==> src/rtl/dmem_arb_pkg.sv <==
// Shared types for the data-memory arbiter: FSM states, port index and response kinds.
package dmem_arb_pkg;
   localparam int NUM_PORTS = 2;
   localparam int PORT_W    = 1;

   typedef logic [PORT_W-1:0] port_t;

   typedef enum logic {IDLE, RD_WAIT} state_t;

   typedef enum logic [1:0] {RSP_RD, RSP_WR, RSP_ERR} rsp_kind_t;
endpackage

==> src/rtl/rr_arbiter2.sv <==
// Two-requester grant select: round-robin against last_grant, or fixed priority to port 0.
module rr_arbiter2
   import dmem_arb_pkg::*;
#(
   parameter bit RR_ENABLE = 1'b1
)(
   input  logic [NUM_PORTS-1:0] req_valid,
   input  port_t                last_grant,
   output port_t                grant
);

   always_comb begin
      grant = port_t'(0);
      if (&req_valid)
         grant = RR_ENABLE ? ~last_grant : port_t'(0);
      else if (req_valid[1])
         grant = port_t'(1);
   end

endmodule

==> src/rtl/dmem_arbiter.sv <==
// Shares the single-port data memory between the core (port 0) and the host loader (port 1),
// rejecting misaligned accesses and returning a registered, port-tagged response.
module dmem_arbiter
   import dmem_arb_pkg::*;
#(
   parameter int ADDR_W    = 32,
   parameter int DATA_W    = 32,
   parameter bit RR_ENABLE = 1'b1
)(
   input  logic                             clk,
   input  logic                             rst_n,
   input  logic [NUM_PORTS-1:0]             req_valid,
   output logic [NUM_PORTS-1:0]             req_ready,
   input  logic [NUM_PORTS-1:0]             req_we,
   input  logic [NUM_PORTS-1:0][ADDR_W-1:0] req_addr,
   input  logic [NUM_PORTS-1:0][DATA_W-1:0] req_wdata,
   output logic [NUM_PORTS-1:0]             resp_valid,
   output logic                             resp_err,
   output logic [DATA_W-1:0]                resp_rdata,
   output logic [ADDR_W-1:0]                mem_addr,
   output logic                             mem_r_enable,
   output logic                             mem_w_enable,
   output logic [DATA_W-1:0]                mem_wdata,
   input  logic [DATA_W-1:0]                mem_rdata
);

   state_t    state;
   port_t     last_grant;
   port_t     rd_port;
   port_t     grant;
   logic      accept;
   logic      misaligned;
   rsp_kind_t kind;

   rr_arbiter2 #(.RR_ENABLE(RR_ENABLE)) u_arb (
      .req_valid  (req_valid),
      .last_grant (last_grant),
      .grant      (grant)
   );

   // rst_n gates the handshake so nothing is offered to memory while reset is held.
   always_comb begin
      accept       = rst_n && (state == IDLE) && req_valid[grant];
      misaligned   = |req_addr[grant][1:0];
      kind         = misaligned ? RSP_ERR : (req_we[grant] ? RSP_WR : RSP_RD);
      req_ready    = '0;
      req_ready[grant] = accept;
      mem_addr     = req_addr[grant];
      mem_wdata    = req_wdata[grant];
      mem_r_enable = accept && (kind == RSP_RD);
      mem_w_enable = accept && (kind == RSP_WR);
   end

   always_ff @(posedge clk or negedge rst_n) begin
      if (!rst_n) begin
         state      <= IDLE;
         last_grant <= port_t'(1);
         rd_port    <= port_t'(0);
         resp_valid <= '0;
         resp_err   <= 1'b0;
         resp_rdata <= '0;
      end else begin
         resp_valid <= '0;
         resp_err   <= 1'b0;
         resp_rdata <= '0;
         case (state)
            IDLE: begin
               if (accept) begin
                  last_grant <= grant;
                  if (kind == RSP_RD) begin
                     state   <= RD_WAIT;
                     rd_port <= grant;
                  end else begin
                     resp_valid[grant] <= 1'b1;
                     resp_err          <= (kind == RSP_ERR);
                  end
               end
            end
            // Memory read data is valid now; present it next cycle while IDLE takes new grants.
            RD_WAIT: begin
               resp_valid[rd_port] <= 1'b1;
               resp_rdata          <= mem_rdata;
               state               <= IDLE;
            end
            default: state <= IDLE;
         endcase
      end
   end

endmodule

==> config.mk <==
export PLATFORM = sky130hd
export DESIGN_NAME = dmem_arbiter
export DESIGN_NICKNAME = d
export VERILOG_FILES = /design/src/rtl/dmem_arb_pkg.sv /design/src/rtl/rr_arbiter2.sv /design/src/rtl/dmem_arbiter.sv
export SDC_FILE = /design/constraint.sdc
export NUM_CORES = 1
export LEC_CHECK = 0
export ABC_AREA = 1
export CAP_MARGIN = 40
export CORE_AREA = 2 2 105 107
export CTS_CLUSTER_DIAMETER = 100
export DETAILED_ROUTE_END_ITERATION = 7
export DIE_AREA = 0 0 107 109
export DONT_BUFFER_PORTS = 1
export PLACE_DENSITY_LB_ADDON = 0.08
export SLEW_MARGIN = 0
export SYNTH_ARGS = -nofsm -noshare
export SYNTH_HDL_FRONTEND = slang
export SYNTH_SLANG_ARGS = --single-unit
==> constraint.sdc <==
create_clock -name clk -period 3.7 [get_ports clk]
set_input_delay 0.37 -clock clk [delete_from_list [all_inputs] [get_ports clk]]
set_output_delay 0.37 -clock clk [all_outputs]
set_load 0.1 [all_outputs]
[After elaboration in Yosys (flattened, before gate mapping)]
Index checks and enable logic that the tools add are counted.
Operators by class
  order comparisons: 4
  equal/unequal tests: 2
  mux-type cells: 26
  bitwise logic cells: 3
  reduce and logical (&&, ||, !) cells: 11
Operators with widths (number)
  32-bit two-way mux: 5
  1-bit two-way mux: 14
  1-bit logical AND: 6
  2-bit two-way mux: 3
  1-bit by 2-bit < comparator with 1-bit output (second input constant): 2
  2-bit case mux with 2 select lines: 1
  2-bit AND reduction: 2
  3-bit AND reduction: 1
  2-bit bitwise AND: 1
  1-bit demux with 1-bit select: 2
  2-bit by 1-bit == test with 1-bit output (second input constant): 1
  2-bit == test (second input constant): 1
  1-bit greater-or-equal comparator (second input constant): 2
  2-bit logical NOT: 1
  1-bit inverter: 2
  1-bit case mux with 2 select lines: 1
  2-bit OR reduction: 1
Word-level totals
  register bits after elaboration: 38
  input port bits: 166
  output and inout port bits: 103
  logic and storage cells: 52

[Logic depth before layout (Yosys ltp)]
  depth after elaboration: 10
  mapped depth: 8
  gate-level depth less buffers: 8

[By module]
A second synthesis with hierarchy kept.
Unflattened totals
  cells, all modules: 352
  area, all modules: 2235.9 um2
Modules (own cells, without submodules)
  dmem_arbiter: instances 1, cells each 350, area each 2223.4 um2, sequential area each 952.2 um2
  rr_arbiter2: instances 1, cells each 2, area each 12.5 um2, sequential area each 0.0 um2

[Worst setup path after synthesis]
Ideal clock, no wire load.
  path kind: reg-to-output
  start: register last_grant
  end: output port mem_w_enable
  arrival: 2.871 ns
  required time: 3.330 ns
  slack: 0.459 ns
  stages on the path, launching flop included: 7
  cells stage by stage: dfstp_2 -> nand2_2 -> nand3_1 -> nand2_1 -> nor2_4 -> nand2_1 -> nor2_1
Between the ends
  longest elaborated chain between the ends: 8
  elaborated cells on any way between the ends: 14
  classes of those cells: eq/ne (1); mux (9); bitwise (1); reduce/logical (3)
Ends and longest elaborated chain
  start: declaration: line dmem_arbiter.sv:28  | port_t last_grant;
  start signal: assignment: line dmem_arbiter.sv:57  | last_grant <= port_t'(1);
  start signal: assignment: line dmem_arbiter.sv:69  | last_grant <= grant;
  1-bit inverter: line rr_arbiter2.sv:15  | grant = RR_ENABLE ? ~last_grant : port_t'(0);
  1-bit two-way mux: line rr_arbiter2.sv:14  | if (&req_valid)
  32-bit two-way mux (2 in a row)
  net mem_addr[0]: line dmem_arbiter.sv:20  | output logic [ADDR_W-1:0] mem_addr,
  2-bit OR reduction: line dmem_arbiter.sv:44  | misaligned = |req_addr[grant][1:0];
  2-bit two-way mux: line dmem_arbiter.sv:45  | kind = misaligned ? RSP_ERR : (req_we[grant] ? RSP_WR : RSP_RD);
  2-bit by 1-bit == test with 1-bit output: line dmem_arbiter.sv:51  | mem_w_enable = accept && (kind == RSP_WR);
  1-bit logical AND: line dmem_arbiter.sv:51
  end: declaration: line dmem_arbiter.sv:22  | output logic mem_w_enable,
The timed path passes the listed nets, and every way through them passes these cells. The select of a mux whose other input is x is not followed.

[Final worst setup path]
  start: register last_grant
  end: output port mem_r_enable
Between the ends
  longest elaborated chain between the ends: 8
  elaborated cells on any way between the ends: 14
  classes of those cells: mux (9); bitwise (1); reduce/logical (4)
Ends and longest elaborated chain
  1-bit inverter *: line rr_arbiter2.sv:15
  1-bit two-way mux *: line rr_arbiter2.sv:14
  1-bit two-way mux (implied by the code) or 32-bit two-way mux (tied branches) (2 in a row)
  1-bit two-way mux or 2-bit OR reduction (tied branches): line dmem_arbiter.sv:45, dmem_arbiter.sv:44
  2-bit two-way mux: line dmem_arbiter.sv:45
  2-bit logical NOT: line dmem_arbiter.sv:50  | mem_r_enable = accept && (kind == RSP_RD);
  1-bit logical AND *: line dmem_arbiter.sv:50
  end: declaration: line dmem_arbiter.sv:21  | output logic mem_r_enable,
Every way passes the cells marked *; elsewhere a longest branch is shown, timed or not. The select of a mux whose other input is x is not followed.

==> metrics <==
Final setup viols 0; Cell variety after synth 17; post-DR vias/cell 4.06; Final Slew Violations 0; Max-Cap Viols 0; Slew @ Worst Pin 889 ps; Synth Register Bits 38; Pleak 2.01 nW; routed via count 2263; Max-Slew Margin vs Limit around two fifths; met3 Use GR approximately 4.2%; placed inst area 2930 µm²; IO Pins 269; sequential fraction of the synthesis area 43.3%; Die Area around 12000 µm²; Hold/Removal Path Class in2reg; GPL Wtd Cong about 0.74; clk root buf clkbuf_8; Register Area roughly 950 µm²; Initial Utilization around 21%; core area about 11000 µm²; pwr dens roughly 570 nW/µm²; nets@finish ~580; Port Buffer Count 0; peak supply drop about 0.00025 V; power consumption 1.76 mW; f_max 0.375 GHz; met1 usage about an eighth; initial antenna violation count 0; wire per inst 13.9 µm; Design Area, Final 3070 µm²; largest net degree at the start of global routing 68; hold_buf cts 2; post-route ant nets 0; Synth Cell Area roughly 2200 µm²; layout filler cell count approximately 1200; crit path capture type primary output; Area contributors post-synth dfrtp_1, nand2_1, inv_1; period utilisation layout just over 70%; Die H approximately 110 µm; skew final between 3 and 4 ps; cell taking the most area after synthesis dfrtp_1; family with the most delay on the worst path buffers and inverters; RSZ-0062 raised after global routing false; Final min period ~2700 ps; Bufs on Longest Clock Path 2; vias in the first global route 2134; crit path max fanout 67; routed wire length 7.77 mm; Syn Area/Cell between 6 and 7 µm²; Hold Vio Cnt, Final 0; clk sinks 38; top cell type's share of synthesized area a little over two fifths; WP data required approximately 3300 ps; clock network power share around a fifth; Die X between 100 and 150 µm; worst skew pair latency approximately 280 ps; Net Sw Frac 54.4%; GRT Residual Overflow 0; crit path cell chain nand2_2, nand2_2, buf_4, nand2_1, nand2_1, nand4_1, inv_1, buf_4; Num CTS Buffers 5; Buf/Inv on CP 3; Combinational Power Share between 50% and 60%; Worst path max stage delay 540 ps; Arr. time, crit path between 2000 and 2500 ps; post-synthesis cell count 350; startpoint types flop; first drt pass iteration count 4; drt initial violations 97; fraction of layout cells with a size suffix above 1 about 22%; GR Util All Layers a little under an eighth; TritonCTS clock tree yes; setup TNS 0 ps; Seq pwr share about 28%; Worst-path clk slew ~70 ps; CTS H-tree depth 2; syn nets 516; Ys Warns 0; Psw 0.958 mW; outcome complete, no violations; PostCTS Resize Cnt 0; num rows 38; P&R area growth vs syn 39.5%; most used routing layer met2; first-pass GRT wire length between 10 and 15 mm; Antenna diodes 0; Slowest-stage cell, CP dfstp_2; Remaining DRCs 0; post-CTS setup buffer count 0; dpl hpwl 6.11 mm; Internal about 0.8 mW; Multi-input gate area 993 µm²; grt met2 use 23.8%; critical path class reg2out
==> synthesized netlist by cell type (all sizes together) <==
cell type / n
nand3: 3
o21ai: 1
buf: 14
inv: 42
nand2: 237
dfrtp: 37
nand3b: 1
dfstp: 1
nor2: 9
clkbuf: 3
nand4: 2
==> kinds of logic after synthesis <==
| logic type | share of synthesized area [%] |
|---|---|
| AO/OA/AOI/OAI | 0.227 |
| flip-flops | 43.3 |
| buffers and inverters | 11.8 |
| AND/OR/NAND/NOR | 44.7 |
==> state kept, by name (all words and copies together), names as in the netlist <==
register    flops
rd_port         1
resp_rdata     32
resp_valid      2
last_grant      1
state           1
resp_err        1
==> placed cells by master (no fill, tap or decap), drive strengths merged <==
cell type / n
nand2: 237
buf: 76
inv: 42
dfrtp: 37
nor2: 9
clkbuf: 7
nand3: 3
nand4: 2
nand3b: 1
o21ai: 1
bufinv: 1
dlygate4sd3: 1
dfstp: 1
==> through the flow <==
| step | hold WS, ps | setup slack, ps | utilization [%] | instances |
|---|---|---|---|---|
| after floorplan | 74.4 | 459 | - | 350 |
| after global placement | 75.2 | 1290 | 26.4 | 543 |
| after detailed placement | 75.2 | 1280 | 27.7 | 548 |
| after CTS | 176 | 952 | 29.0 | 558 |
| after global routing | 173 | 784 | 29.0 | 558 |
| final | 186 | 1030 | 29.0 | 558 |
==> routing by layer <==
layer / vias up / wire length, µm
met5: - / 0
met2: 131 / 4310
met4: 0 / 73
li1: 1137 / -
met3: 6 / 724
met1: 989 / 2660
==> layout make-up <==
class	count	share of cell area, %
flip-flops and latches	38	31.0
inverters	42	5.13
clock buffers	7	2.49
multi-input cells	253	32.4
repair buffers	77	22.3
well taps	140	5.70
clock inverters	1	0.978
==> worst paths after layout <==
| kind | startpoint | endpoint | slack (ps) | cells past startpoint |
|---|---|---|---|---|
| max | last_grant | mem_r_enable | 1030 | 8 |
| min | mem_rdata[9] | resp_rdata[9] | 190 | 2 |
| max reg2reg | last_grant | resp_valid[1] | 1770 | 9 |
| min reg2reg | rd_port | rd_port | 480 | 2 |
| max in group asynchronous | rst_n | last_grant | 2880 | 2 |
| min in group asynchronous | rst_n | resp_rdata[27] | 570 | 2 |
==> power groups by stage <==
| stage | clock, mW | sequential [mW] | combinational, mW |
|---|---|---|---|
| floorplan | 0 | 0.518 | 0.728 |
| global placement | 0 | 0.522 | 0.876 |
| detailed placement | 0 | 0.499 | 0.923 |
| CTS | 0.357 | 0.490 | 0.937 |
| global route | 0.375 | 0.492 | 0.971 |
| finish | 0.343 | 0.490 | 0.929 |
==> worst register-to-register path: stages (launching register included) <==
cell and delay, ps:
dfstp_2 540, nand2_2 90, nand2_2 80, buf_4 520
nand2_1 180, nand2_2 140, nor2_4 60, nand2_1 90
nand2_1 50, o21ai_1 90
Note: power is estimated with default switching activity, not from simulation.
